==> config.mk <==
export PLATFORM = sky130hd
export DESIGN_NAME = alu_initiator
export DESIGN_NICKNAME = d
export VERILOG_FILES = /design/src/rtl/alu_pkg.sv /design/src/rtl/alu_cmd_fifo.sv /design/src/rtl/alu_initiator.sv
export SDC_FILE = /design/constraint.sdc
export NUM_CORES = 1
export LEC_CHECK = 0
export BUFFER_PORTS_ARGS = -buffer_cell sky130_fd_sc_hd__buf_2
export CORE_MARGIN = 10
export CORE_UTILIZATION = 50
export CTS_CLUSTER_SIZE = 24
export DETAILED_ROUTE_END_ITERATION = 12
export PLACE_DENSITY = 0.82
export SLEW_MARGIN = 20
export SYNTH_ARGS = -nofsm -noshare
export SYNTH_HDL_FRONTEND = slang
export SYNTH_SLANG_ARGS = --single-unit
==> constraint.sdc <==
create_clock -name clk -period 2.8 [get_ports clk]
set_clock_uncertainty 0.05 [all_clocks]
set_input_delay 0.42 -clock clk [delete_from_list [all_inputs] [get_ports clk]]
set_output_delay 0.42 -clock clk [all_outputs]
set_load 0.02 [all_outputs]
==> src/rtl/alu_pkg.sv <==
// Shared opcode and FSM definitions for the ALU initiator and its command FIFO.
package alu_pkg;

  typedef enum logic [3:0] {
    ALU_ADD = 4'd0,
    ALU_SUB = 4'd1,
    ALU_MUL = 4'd2,
    ALU_DIV = 4'd3,
    ALU_AND = 4'd4,
    ALU_OR  = 4'd5,
    ALU_XOR = 4'd6,
    ALU_CMP = 4'd7,
    ALU_SHL = 4'd8,
    ALU_SHR = 4'd9
  } alu_op_e;

  localparam logic [3:0] OP_MAX = 4'd9;
  localparam logic [3:0] OP_DIV = 4'd3;

  typedef enum logic [1:0] {
    IDLE  = 2'd0,
    ISSUE = 2'd1,
    WAIT  = 2'd2,
    RESP  = 2'd3
  } state_e;

  // Opcodes past OP_MAX and divide-by-zero are answered with an error, never issued.
  function automatic logic op_is_legal(input logic [3:0] op, input logic b_is_zero);
    return (op <= OP_MAX) && !((op == OP_DIV) && b_is_zero);
  endfunction

endpackage

==> src/rtl/alu_cmd_fifo.sv <==
// Command FIFO for the ALU initiator; Depth must be a power of two (>= 2) so the
// pointers wrap naturally.
module alu_cmd_fifo #(
  parameter int DataW = 12,
  parameter int Depth = 4
) (
  input  logic             clk,
  input  logic             arst,
  input  logic             push_i,
  input  logic [DataW-1:0] wdata_i,
  input  logic             pop_i,
  output logic [DataW-1:0] rdata_o,
  output logic             full_o,
  output logic             empty_o
);

  localparam int PtrW = $clog2(Depth);

  logic [DataW-1:0] mem_q [Depth];
  logic [PtrW-1:0]  wptr_q, rptr_q;
  logic [PtrW:0]    count_q;
  logic             do_push, do_pop;

  assign full_o  = (count_q == (PtrW+1)'(Depth));
  assign empty_o = (count_q == '0);
  assign do_push = push_i & ~full_o;
  assign do_pop  = pop_i & ~empty_o;
  assign rdata_o = mem_q[rptr_q];

  // Storage needs no reset: count_q alone decides which entries are live.
  always_ff @(posedge clk) begin
    if (do_push) begin
      mem_q[wptr_q] <= wdata_i;
    end
  end

  always_ff @(posedge clk or negedge arst) begin
    if (!arst) begin
      wptr_q  <= '0;
      rptr_q  <= '0;
      count_q <= '0;
    end else begin
      if (do_push) begin
        wptr_q <= wptr_q + PtrW'(1);
      end
      if (do_pop) begin
        rptr_q <= rptr_q + PtrW'(1);
      end
      case ({do_push, do_pop})
        2'b10:   count_q <= count_q + (PtrW+1)'(1);
        2'b01:   count_q <= count_q - (PtrW+1)'(1);
        default: count_q <= count_q;
      endcase
    end
  end

endmodule

==> src/rtl/alu_initiator.sv <==
// Sequences one command at a time into a registered ALU and returns its result.
// Optional command FIFO enabled by defining ALU_INITIATOR_FIFO_EN.
module alu_initiator
  import alu_pkg::*;
#(
  parameter int Width     = 4,
  parameter int FifoDepth = 4
) (
  input  logic               clk,
  input  logic               arst,
  // Both channels: a transfer happens on a rising edge where valid and ready are
  // both high; valid never waits on ready and its payload holds until the transfer.
  input  logic               cmd_valid,
  output logic               cmd_ready,
  input  logic [3:0]         cmd_op,
  input  logic [Width-1:0]   cmd_a,
  input  logic [Width-1:0]   cmd_b,
  output logic [Width-1:0]   alu_a,
  output logic [Width-1:0]   alu_b,
  output logic [3:0]         alu_op,
  output logic               alu_enable,
  input  logic [2*Width-1:0] alu_res,
  output logic               rsp_valid,
  input  logic               rsp_ready,
  output logic [2*Width-1:0] rsp_data,
  output logic [3:0]         rsp_op,
  output logic               rsp_err,
  output state_e             dbg_state
);

  state_e             state_q, state_d;
  logic [Width-1:0]   alu_a_q, alu_a_d;
  logic [Width-1:0]   alu_b_q, alu_b_d;
  logic [3:0]         alu_op_q, alu_op_d;
  logic [2*Width-1:0] rsp_data_q, rsp_data_d;
  logic [3:0]         rsp_op_q, rsp_op_d;
  logic               rsp_err_q, rsp_err_d;

  // Command source seen by IDLE: either the FIFO head or the port itself.
  logic               src_valid;
  logic [3:0]         src_op;
  logic [Width-1:0]   src_a, src_b;

`ifdef ALU_INITIATOR_FIFO_EN
  localparam int CmdW = 4 + 2*Width;

  logic            fifo_full, fifo_empty, fifo_push, fifo_pop;
  logic [CmdW-1:0] fifo_rdata;

  assign cmd_ready = arst & ~fifo_full;
  assign fifo_push = cmd_valid & cmd_ready;
  assign fifo_pop  = (state_q == IDLE) & ~fifo_empty;
  assign src_valid = ~fifo_empty;
  assign {src_op, src_a, src_b} = fifo_rdata;

  alu_cmd_fifo #(
    .DataW (CmdW),
    .Depth (FifoDepth)
  ) u_cmd_fifo (
    .clk     (clk),
    .arst    (arst),
    .push_i  (fifo_push),
    .wdata_i ({cmd_op, cmd_a, cmd_b}),
    .pop_i   (fifo_pop),
    .rdata_o (fifo_rdata),
    .full_o  (fifo_full),
    .empty_o (fifo_empty)
  );
`else
  logic unused_fifo_depth;
  assign unused_fifo_depth = (FifoDepth > 0);

  // Gated by arst so the port reads 0 while reset is held.
  assign cmd_ready = arst & (state_q == IDLE);
  assign src_valid = cmd_valid;
  assign src_op    = cmd_op;
  assign src_a     = cmd_a;
  assign src_b     = cmd_b;
`endif

  always_comb begin
    state_d    = state_q;
    alu_a_d    = alu_a_q;
    alu_b_d    = alu_b_q;
    alu_op_d   = alu_op_q;
    rsp_data_d = rsp_data_q;
    rsp_op_d   = rsp_op_q;
    rsp_err_d  = rsp_err_q;
    case (state_q)
      IDLE: begin
        if (src_valid) begin
          alu_op_d = src_op;
          alu_a_d  = src_a;
          alu_b_d  = src_b;
          if (op_is_legal(src_op, src_b == '0)) begin
            state_d = ISSUE;
          end else begin
            rsp_err_d  = 1'b1;
            rsp_data_d = '0;
            rsp_op_d   = src_op;
            state_d    = RESP;
          end
        end
      end
      ISSUE: begin
        state_d = WAIT;
      end
      // The ALU registered its result on the edge that ended ISSUE.
      WAIT: begin
        rsp_data_d = alu_res;
        rsp_err_d  = 1'b0;
        rsp_op_d   = alu_op_q;
        state_d    = RESP;
      end
      RESP: begin
        if (rsp_ready) begin
          state_d = IDLE;
        end
      end
      default: state_d = IDLE;
    endcase
  end

  always_ff @(posedge clk or negedge arst) begin
    if (!arst) begin
      state_q    <= IDLE;
      alu_a_q    <= '0;
      alu_b_q    <= '0;
      alu_op_q   <= '0;
      rsp_data_q <= '0;
      rsp_op_q   <= '0;
      rsp_err_q  <= 1'b0;
    end else begin
      state_q    <= state_d;
      alu_a_q    <= alu_a_d;
      alu_b_q    <= alu_b_d;
      alu_op_q   <= alu_op_d;
      rsp_data_q <= rsp_data_d;
      rsp_op_q   <= rsp_op_d;
      rsp_err_q  <= rsp_err_d;
    end
  end

  assign alu_a      = alu_a_q;
  assign alu_b      = alu_b_q;
  assign alu_op     = alu_op_q;
  assign alu_enable = (state_q == ISSUE);
  assign rsp_valid  = (state_q == RESP);
  assign rsp_data   = rsp_data_q;
  assign rsp_op     = rsp_op_q;
  assign rsp_err    = rsp_err_q;
  assign dbg_state  = state_q;

endmodule

==> results of run 1 <==
-- registers in the layout, summed over array words and instances, names as in the netlist --
| register | flops |
|---|---|
| rsp_data | 8 |
| alu_a | 4 |
| alu_b | 4 |
| alu_op | 4 |
| rsp_op | 4 |
| dbg_state | 2 |
| rsp_err | 1 |
-- layout by cell type (no fill, tap or decap), types with 2 or more instances in the layout --
cell and n:
clkbuf_4 3, nor4bb_1 2, nor4_1 3, ha_1 5, dfrtp_1 27, buf_4 2
a211oi_1 2, mux2_2 12, a21oi_1 3, a2111oi_0 2, nand3b_1 2, nor2_1 3
and3_1 2, o2bb2ai_1 2, nand2_1 3, and2_1 2, o21ai_0 4, buf_2 53
inv_1 9, a22o_2 4, o22ai_1 2, a22o_1 4, nor3_1 3
-- worst paths after layout --
path / start / end / cells after the start
worst max-delay path: dbg_state[0] / cmd_ready / 4
worst min-delay path: arst / dbg_state[0] / 2
worst max register to register: dbg_state[0] / rsp_op[3] / 5
worst min register to register: alu_a[2] / alu_a[2] / 1
max in group asynchronous: arst / rsp_data[2] / 2
min in group clk: alu_res[0] / rsp_data[0] / 2
-- stage by stage --
step	area, sq um	total power, mW	util	setup slack [ns]
floorplan	1369	1.503	-	0.7328
detailed placement	1660	1.855	0.6524	0.6320
CTS	1690	2.027	0.6642	0.6276
finish	1690	2.003	0.6642	0.6356
global placement	1660	1.815	0.6524	0.6870
global route	1690	2.167	0.6642	0.4748
-- layer usage --
layer  up-vias  wire length, um  part of all wire  global-route usage
met3        10              381              0.11             0.07211
met4         0               91             0.026             0.06882
met2        42             1667              0.47              0.2157
met5         -                0                 0                   0
met1       542             1397              0.39              0.1446
li1        547                -                 -                   -
-- cell type report --
| class | instances | area (sq um) |
|---|---|---|
| Tap cell | 30 | 37.54 |
| Multi-Input combinational cell | 76 | 633.1 |
| Clock buffer | 3 | 22.52 |
| Inverter | 9 | 33.78 |
| Timing Repair Buffer | 55 | 280.3 |
| Fill cell | 227 | 854.6 |
| Clock inverter | 1 | 7.507 |
| Sequential cell | 27 | 675.6 |
-- power breakdown --
part	internal [mW]	total (mW)	switching [mW]	leakage (nW)
clock	0.0547	0.174	0.120	0.0139
sequential	0.576	0.695	0.119	0.330
combinational	0.464	1.13	0.670	0.515
total	1.10	2.00	0.908	0.859
-- critical path: cells and delay by family (launching register included) --
kind / cells / cell delay [ns]
flip-flops: 1 / 0.44
buffers and inverters: 2 / 0.29
adder cells (fa/ha/maj): 1 / 0.45
AND/OR/NAND/NOR: 1 / 0.19
-- logic make-up (layout without fill, tap and decap cells) --
kind of cell,count (synthesis),after routing,synth area share
adders and majority gates,5,5,0.04570
DFF,27,27,0.4936
muxes,12,12,0.09872
AOI/OAI and AO/OA,32,32,0.1856
buffers and inverters,14,68,0.04387
and+or+nand+nor,27,27,0.1325
==> results.yml, run 1 <==
timing:
  slew_violations: 0
  worst_slew_pin_slew_ns: 0.5206
  max_freq_mhz: 462.0
  setup_viol: 0
  finalCritPeriodShare: 0.7730
  rsz0062_at_grt: "no"
  final.setup.tns_ns: 0
  slew_headroom: 0.6482
  finalHoldViolCount: 0
  holdWs_ns: 0.008392
  layout_min_cycle_time_ns: 2.164
layout:
  nets: 201
  area.growth.synth_to_final_pct: 23.49
  antennaDiodeCount: 0
  layout-drive-gt1-share: 0.4678
  instances_no_fill: 201
global_route:
  grt_max_degree: 29
  antenna_found_initial: 0
  gr-total-overflow: 0
  grt_pass1_wl_um: 5823
  grt_usage: 0.1363
  grt_pass1_vias: 1249
synthesis:
  synthTopCellsByCount: "dfrtp_1, mux2_2, inv_1, ha_1"
  synth_edf_count: 0
  synthFlopType: "dfrtp_1"
  netlist-cell-type-count: 39
  synth.ff_latch_count: 27
  synth_area_leaders: "dfrtp_1, mux2_2, ha_1"
  yosys.area.top_type_share: 0.4936
  synthesis.area_sq_um: 1369
  yosysMostFrequentCell: "dfrtp_1"
  synth_top_cell_by_area: "dfrtp_1"
  yosysWarnings: 0
  async_flop_share: 1.000
  syn_inst: 117
  syn-num-nets: 146
  yosysSeqAreaShare: 0.4936
  syn_area_per_cell_sq_um: 11.70
placed_design:
  routabilityCongestion: 0.8431
  io_buffers: 53
  hpwl_um: 2839
  dp.cells: 197
cts:
  cts_buffers: 3
  clock-sinks: 27
  clk_pin_slew_ns: 0.15
  post_cts_resized: 0
  cts_tree: "yes"
  clk_latency_ns: 0.33
  postCtsSetupRepairBufs: 0
  htreeDepth: 1
  clock_path_buffers: 2
  cts_root_buf: "clkbuf_4"
  hold_buffers: 0
power:
  peakVddDrop_mv: 0.7327
  powerDensity_nw_per_um2: 1185
  cellLeakagePower_nw: 0.8591
min_path:
  hold_path_class: "in -> async"
drt:
  vias: 1141
  ant_nets: 0
  drc: 0
  routedWlPerCell_um: 17.60
  drt_first_pass_iters: 4
  drtIter0Drc: 36
  drt-total-wl_um: 3537
  viasPerCell: 5.677
die:
  fp.dieH_um: 72.32
  fp.dieArea_sq_um: 5230
  start_util: 0.5379
  boundaryPins: 54
  die_width_um: 72.32
  placementRows: 18
  core_sq_um: 2545
job:
  drv_cap: 0
critical_path:
  required_ns: 2.33
  arrival_ns: 1.69
  crit_path_end_kind: "output port"
  worstPathMaxFanout: 12
  critPathSlowestCell: "ha_1"
  start_kind: "flop"
  crit_type: "reg -> out"
  r2r_slack_ns: 0.66
  crit_chain: "inv_1, ha_1, and2_1, buf_2"
  cpPeakStageDelay_ns: 0.45
status:
  status: "completed"
(Power assumes the default switching activity.)
==> run 2: changes to the inputs <==
--- a/config.mk
+++ b/config.mk
@@ -5,12 +5,13 @@
 export SDC_FILE = /design/constraint.sdc
 export NUM_CORES = 1
 export LEC_CHECK = 0
+export ABC_AREA = 1
 export BUFFER_PORTS_ARGS = -buffer_cell sky130_fd_sc_hd__buf_2
 export CORE_MARGIN = 10
-export CORE_UTILIZATION = 50
+export CORE_UTILIZATION = 42
 export CTS_CLUSTER_SIZE = 24
 export DETAILED_ROUTE_END_ITERATION = 12
-export PLACE_DENSITY = 0.82
+export PLACE_DENSITY = 0.74
 export SLEW_MARGIN = 20
 export SYNTH_ARGS = -nofsm -noshare
 export SYNTH_HDL_FRONTEND = slang
==> constraint.sdc (replaced) <==
create_clock -name clk -period 1.9 [get_ports clk]
set_clock_uncertainty 0.05 [all_clocks]
set_input_delay 0.285 -clock clk [delete_from_list [all_inputs] [get_ports clk]]
set_output_delay 0.285 -clock clk [all_outputs]
set_load 0.02 [all_outputs]
==> results.yml, run 2 <==
cts:
  clk_latency_ns: 0.32
  postCtsSetupRepairBufs: 0
  cts_tree: "yes"
  cts_root_buf: "clkbuf_4"
  clk_pin_slew_ns: 0.15
  clock-sinks: 27
  htreeDepth: 1
  cts_buffers: 3
  clock_path_buffers: 2
  post_cts_resized: 0
layout:
  fin_util: 0.5492
  n_fill_cell: 315
  area.growth.synth_to_final_pct: 25.85
  nets: 251
  largest_register_ffs: 8
  layout-drive-gt1-share: 0.2986
  layout_common_cells: "nand2_1, buf_2, dfrtp_1"
  final_common_cell: "nand2_1"
  design_area_sq_um: 1663
  antennaDiodeCount: 0
timing:
  slew_violations: 0
  slew_headroom: 0.6535
  worst_slack_ns: 0.2211
  setup_viol: 0
  rsz0062_at_grt: "no"
  holdWs_ns: 0.08763
  final.setup.tns_ns: 0
  finalCritPeriodShare: 0.8836
  finalHoldViolCount: 0
  max_freq_mhz: 595.6
  worst_slew_pin_slew_ns: 0.5185
  layout_min_cycle_time_ns: 1.679
synthesis:
  synthTopCellsByCount: "nand2_1, dfrtp_1, inv_1, o21ai_0, nand3_1"
  synth_area_leaders: "dfrtp_1, nand2_1, inv_1"
  yosys.area.top_type_share: 0.5114
  yosysWarnings: 0
  synthFlopType: "dfrtp_1"
  yosysMostFrequentCell: "nand2_1"
  synth.ff_latch_count: 27
  synth_edf_count: 0
  async_flop_share: 1.000
  syn_area_per_cell_sq_um: 7.912
  yosysSeqAreaShare: 0.5114
  synth_top_cell_by_area: "dfrtp_1"
  syn-num-nets: 196
  syn_inst: 167
  netlist-cell-type-count: 17
  synthesis.area_sq_um: 1321
global_route:
  antenna_found_initial: 0
  grt_usage: 0.1047
  grt_pass1_wl_um: 5285
  grt_pass1_vias: 1154
  gr-total-overflow: 0
  grt_max_degree: 28
min_path:
  hold_path_class: "in -> reg"
  hp-start: "cmd_a[2]"
drt:
  viasPerCell: 4.472
  routedWlPerCell_um: 11.96
  vias: 1185
  drt_first_pass_iters: 4
  ant_nets: 0
  drt-total-wl_um: 3170
  drtIter0Drc: 40
  drc: 0
placed_design:
  dpl_cell_area_sq_um: 1623
  routabilityCongestion: 0.7289
  pre_cts_slack_ns: 0.2342
  io_buffers: 53
  hpwl_um: 2501
power:
  cellLeakagePower_nw: 1.040
  peakVddDrop_mv: 0.6691
  powerDensity_nw_per_um2: 1533
die:
  start_util: 0.4364
  fp.dieArea_sq_um: 5790
  core_sq_um: 3028
  boundaryPins: 54
  placementRows: 20
  die_width_um: 76.09
  fp.dieH_um: 76.09
critical_path:
  worstPathMaxFanout: 14
  required_ns: 2.09
  arrival_ns: 1.86
  crit_type: "reg -> reg"
  start_kind: "flop"
  crit_start: "dbg_state[0]"
  crit_path_end_kind: "flop"
  reg2reg_from: "dbg_state[0]"
job:
  drv_cap: 0
status:
  status: "completed"
## run 2: cell type report
type                       instances  area [sq um]  share of cell area
sequential                        27         675.6              0.4063
multi-input combinational        109         514.2              0.3093
timing repair buffer              57         297.8              0.1791
inverter                          24         90.09             0.05418
tap                               44         55.05             0.03311
clock buffer                       3         22.52             0.01354
clock inverter                     1         7.507            0.004515
## run 2: cells by family after synthesis
family | synth area share
buffers and inverters | 0.09943
flip-flops | 0.5114
AO/OA/AOI/OAI | 0.06913
AND/OR/NAND/NOR | 0.2727
adder cells (fa/ha/maj) | 0.04735
## run 2: worst max-delay path, cell delays in order (launching register included)
cell     delay, ns
dfrtp_1       0.43
inv_1         0.12
ha_1          0.20
inv_1         0.06
nand2_1       0.39
nand2_4       0.18
nand2_1       0.11
nand2_1       0.05
## run 2: through the flow
stage / cells / power, mW
after detailed placement: 260 / 2.332
final: 265 / 2.550
after floorplan: 167 / 1.911
after CTS: 265 / 2.587
after global placement: 260 / 2.309
after global routing: 265 / 2.776
## run 2: repair_timing
action                                 CTS  global route
endpoints found under the hold margin   27             0
hold buffers                             1             0
setup endpoints to repair                0             0
## run 2: final timing paths
kind	slack, ns	endpoint	cells past startpoint
min in group asynchronous	0.46	alu_a[0]	3
setup / recovery	0.22	rsp_op[0]	7
hold / removal	0.09	alu_a[2]	3
max in group asynchronous	1.09	alu_op[3]	3
hold reg to reg	0.45	alu_a[1]	2
setup reg to reg	0.22	rsp_op[0]	7
## run 2: power breakdown
part / internal [mW] / leakage [nW] / total [mW] / switching (mW)
clock network: 0.0805 / 0.0139 / 0.252 / 0.171
logic: 0.447 / 0.681 / 1.36 / 0.912
registers: 0.802 / 0.345 / 0.939 / 0.136
## run 2: routing by layer
metal | up-vias | GRT usage | share of wire
li1 | 617 | - | -
met1 | 534 | 0.1307 | 0.46
met2 | 32 | 0.1667 | 0.46
met3 | 2 | 0.04363 | 0.077
met4 | 0 | 0.01673 | 0.0025
met5 | - | 0 | 0
==> run 3: changes to the inputs <==
--- a/config.mk
+++ b/config.mk
@@ -8,10 +8,9 @@
 export ABC_AREA = 1
 export BUFFER_PORTS_ARGS = -buffer_cell sky130_fd_sc_hd__buf_2
 export CORE_MARGIN = 10
-export CORE_UTILIZATION = 42
+export CORE_UTILIZATION = 30
 export CTS_CLUSTER_SIZE = 24
 export DETAILED_ROUTE_END_ITERATION = 12
-export PLACE_DENSITY = 0.74
 export SLEW_MARGIN = 20
 export SYNTH_ARGS = -nofsm -noshare
 export SYNTH_HDL_FRONTEND = slang
==> constraint.sdc (replaced) <==
create_clock -name clk -period 1.9 [get_ports clk]
set_clock_uncertainty 0.05 [all_clocks]
set_input_delay 0.38 -clock clk [delete_from_list [all_inputs] [get_ports clk]]
set_output_delay 0.38 -clock clk [all_outputs]
set_load 0.02 [all_outputs]
==> results.yml, run 3 (same netlist as run 2, synthesis figures left out) <==
power:
  cellLeakagePower_nw: 1.047
  powerDensity_nw_per_um2: 1573
  peakVddDrop_mv: 0.6430
  finalPower_mw: 2.641
cts:
  hold_buffers: 0
  postCtsSetupRepairBufs: 0
  clk_pin_slew_ns: 0.10
  cts_root_buf: "clkbuf_8"
  clk_latency_ns: 0.27
  clock_path_buffers: 2
  htreeDepth: 1
  cts_buffers: 3
  clock-sinks: 27
  post_cts_resized: 0
  cts_tree: "yes"
layout:
  layout_common_cells: "nand2_1, buf_2, dfrtp_1"
  antennaDiodeCount: 0
  nets: 250
  design_area_sq_um: 1679
  area.growth.synth_to_final_pct: 27.08
  final_common_cell: "nand2_1"
  largest_register_ffs: 8
  layout-drive-gt1-share: 0.3000
global_route:
  grt_pass1_wl_um: 5554
  grt_pass1_vias: 1124
  antenna_found_initial: 0
  gr-total-overflow: 0
  grt_max_degree: 28
  grt_usage: 0.09054
critical_path:
  crit_type: "reg -> reg"
  arrival_ns: 1.82
  crit_path_end_kind: "flop"
  required_ns: 2.01
  reg2reg_from: "dbg_state[0]"
  start_kind: "flop"
  worstPathMaxFanout: 14
  crit_start: "dbg_state[0]"
drt:
  ant_nets: 0
  drc: 0
  vias: 1168
  viasPerCell: 4.294
  drt_first_pass_iters: 4
  routedWlPerCell_um: 12.60
  drtIter0Drc: 60
  drt-total-wl_um: 3426
die:
  fp.dieH_um: 86.37
  boundaryPins: 54
  start_util: 0.3056
  core_sq_um: 4324
  placementRows: 24
  die_width_um: 86.37
  fp.dieArea_sq_um: 7459
timing:
  layout_min_cycle_time_ns: 1.707
  setup_viol: 0
  final.setup.tns_ns: 0
  finalHoldViolCount: 0
  worst_slew_pin_slew_ns: 0.5181
  holdWs_ns: 0.06192
  finalCritPeriodShare: 0.8985
  max_freq_mhz: 585.8
  worst_slack_ns: 0.1929
  rsz0062_at_grt: "no"
  slew_headroom: 0.6537
  slew_violations: 0
min_path:
  hold_path_class: "in -> async"
placed_design:
  io_buffers: 53
  pre_cts_slack_ns: 0.2130
  dpl_cell_area_sq_um: 1633
  routabilityCongestion: 0.7461
  hpwl_um: 2632
status:
  status: "completed"
job:
  drv_cap: 0
==> run 3: changes by cell type in the layout (fill, tap and decap cells not counted) <==
cell / before / now
dlygate4sd3_1: 1 / 0
clkinvlp_4: 1 / 0
clkbuf_4: 3 / 0
clkinv_2: 0 / 1
clkbuf_8: 0 / 3
==> run 3: critical path, cell delays in order (launching register included) <==
cell	delay [ns]
dfrtp_1	0.42
inv_1	0.13
ha_1	0.21
inv_1	0.06
nand2_1	0.39
nand2_4	0.19
nand2_1	0.10
nand2_1	0.05
==> run 3: stage by stage <==
step | utilization | instances
6_report | 0.3883 | 272
5_1_grt | 0.3883 | 272
4_1_cts | 0.3883 | 272
3_5_place_dp | 0.3776 | 268
3_3_place_gp | 0.3776 | 268
2_1_floorplan | - | 167
==> run 3: final timing paths <==
path                           endpoint  slack, ns  cells after the start
hold / removal             dbg_state[0]       0.06                      2
hold reg to reg                alu_a[3]       0.44                      2
setup reg to reg            rsp_data[1]       0.19                      7
setup / recovery            rsp_data[1]       0.19                      7
max in group asynchronous   rsp_data[4]       1.47                      2
min in group clk               alu_a[2]       0.24                      3
==> run 3: area by class of cell <==
| class | instances | area (sq um) |
|---|---|---|
| sequential | 27 | 675.6 |
| clock buffer | 3 | 41.29 |
| fill | 487 | 2645 |
| inverter | 24 | 90.09 |
| timing repair buffer | 56 | 287.8 |
| multi-input combinational | 109 | 514.2 |
| clock inverter | 1 | 5.005 |
| tap | 52 | 65.06 |
==> run 3: layer usage <==
layer  global-route usage  vias up  routed length, um
li1                     -      610                  -
met1               0.1193      521               1530
met2               0.1349       35               1610
met3              0.03565        2                270
met4              0.02209        0                 14
met5                    0        -                  0
==> run 3: where the power goes <==
| group | leakage (nW) | internal, mW | switching (mW) | total, mW |
|---|---|---|---|---|
| logic | 0.677 | 0.449 | 0.928 | 1.38 |
| clock network | 0.0255 | 0.147 | 0.178 | 0.325 |
| registers | 0.345 | 0.804 | 0.135 | 0.939 |
| total | 1.05 | 1.40 | 1.24 | 2.64 |
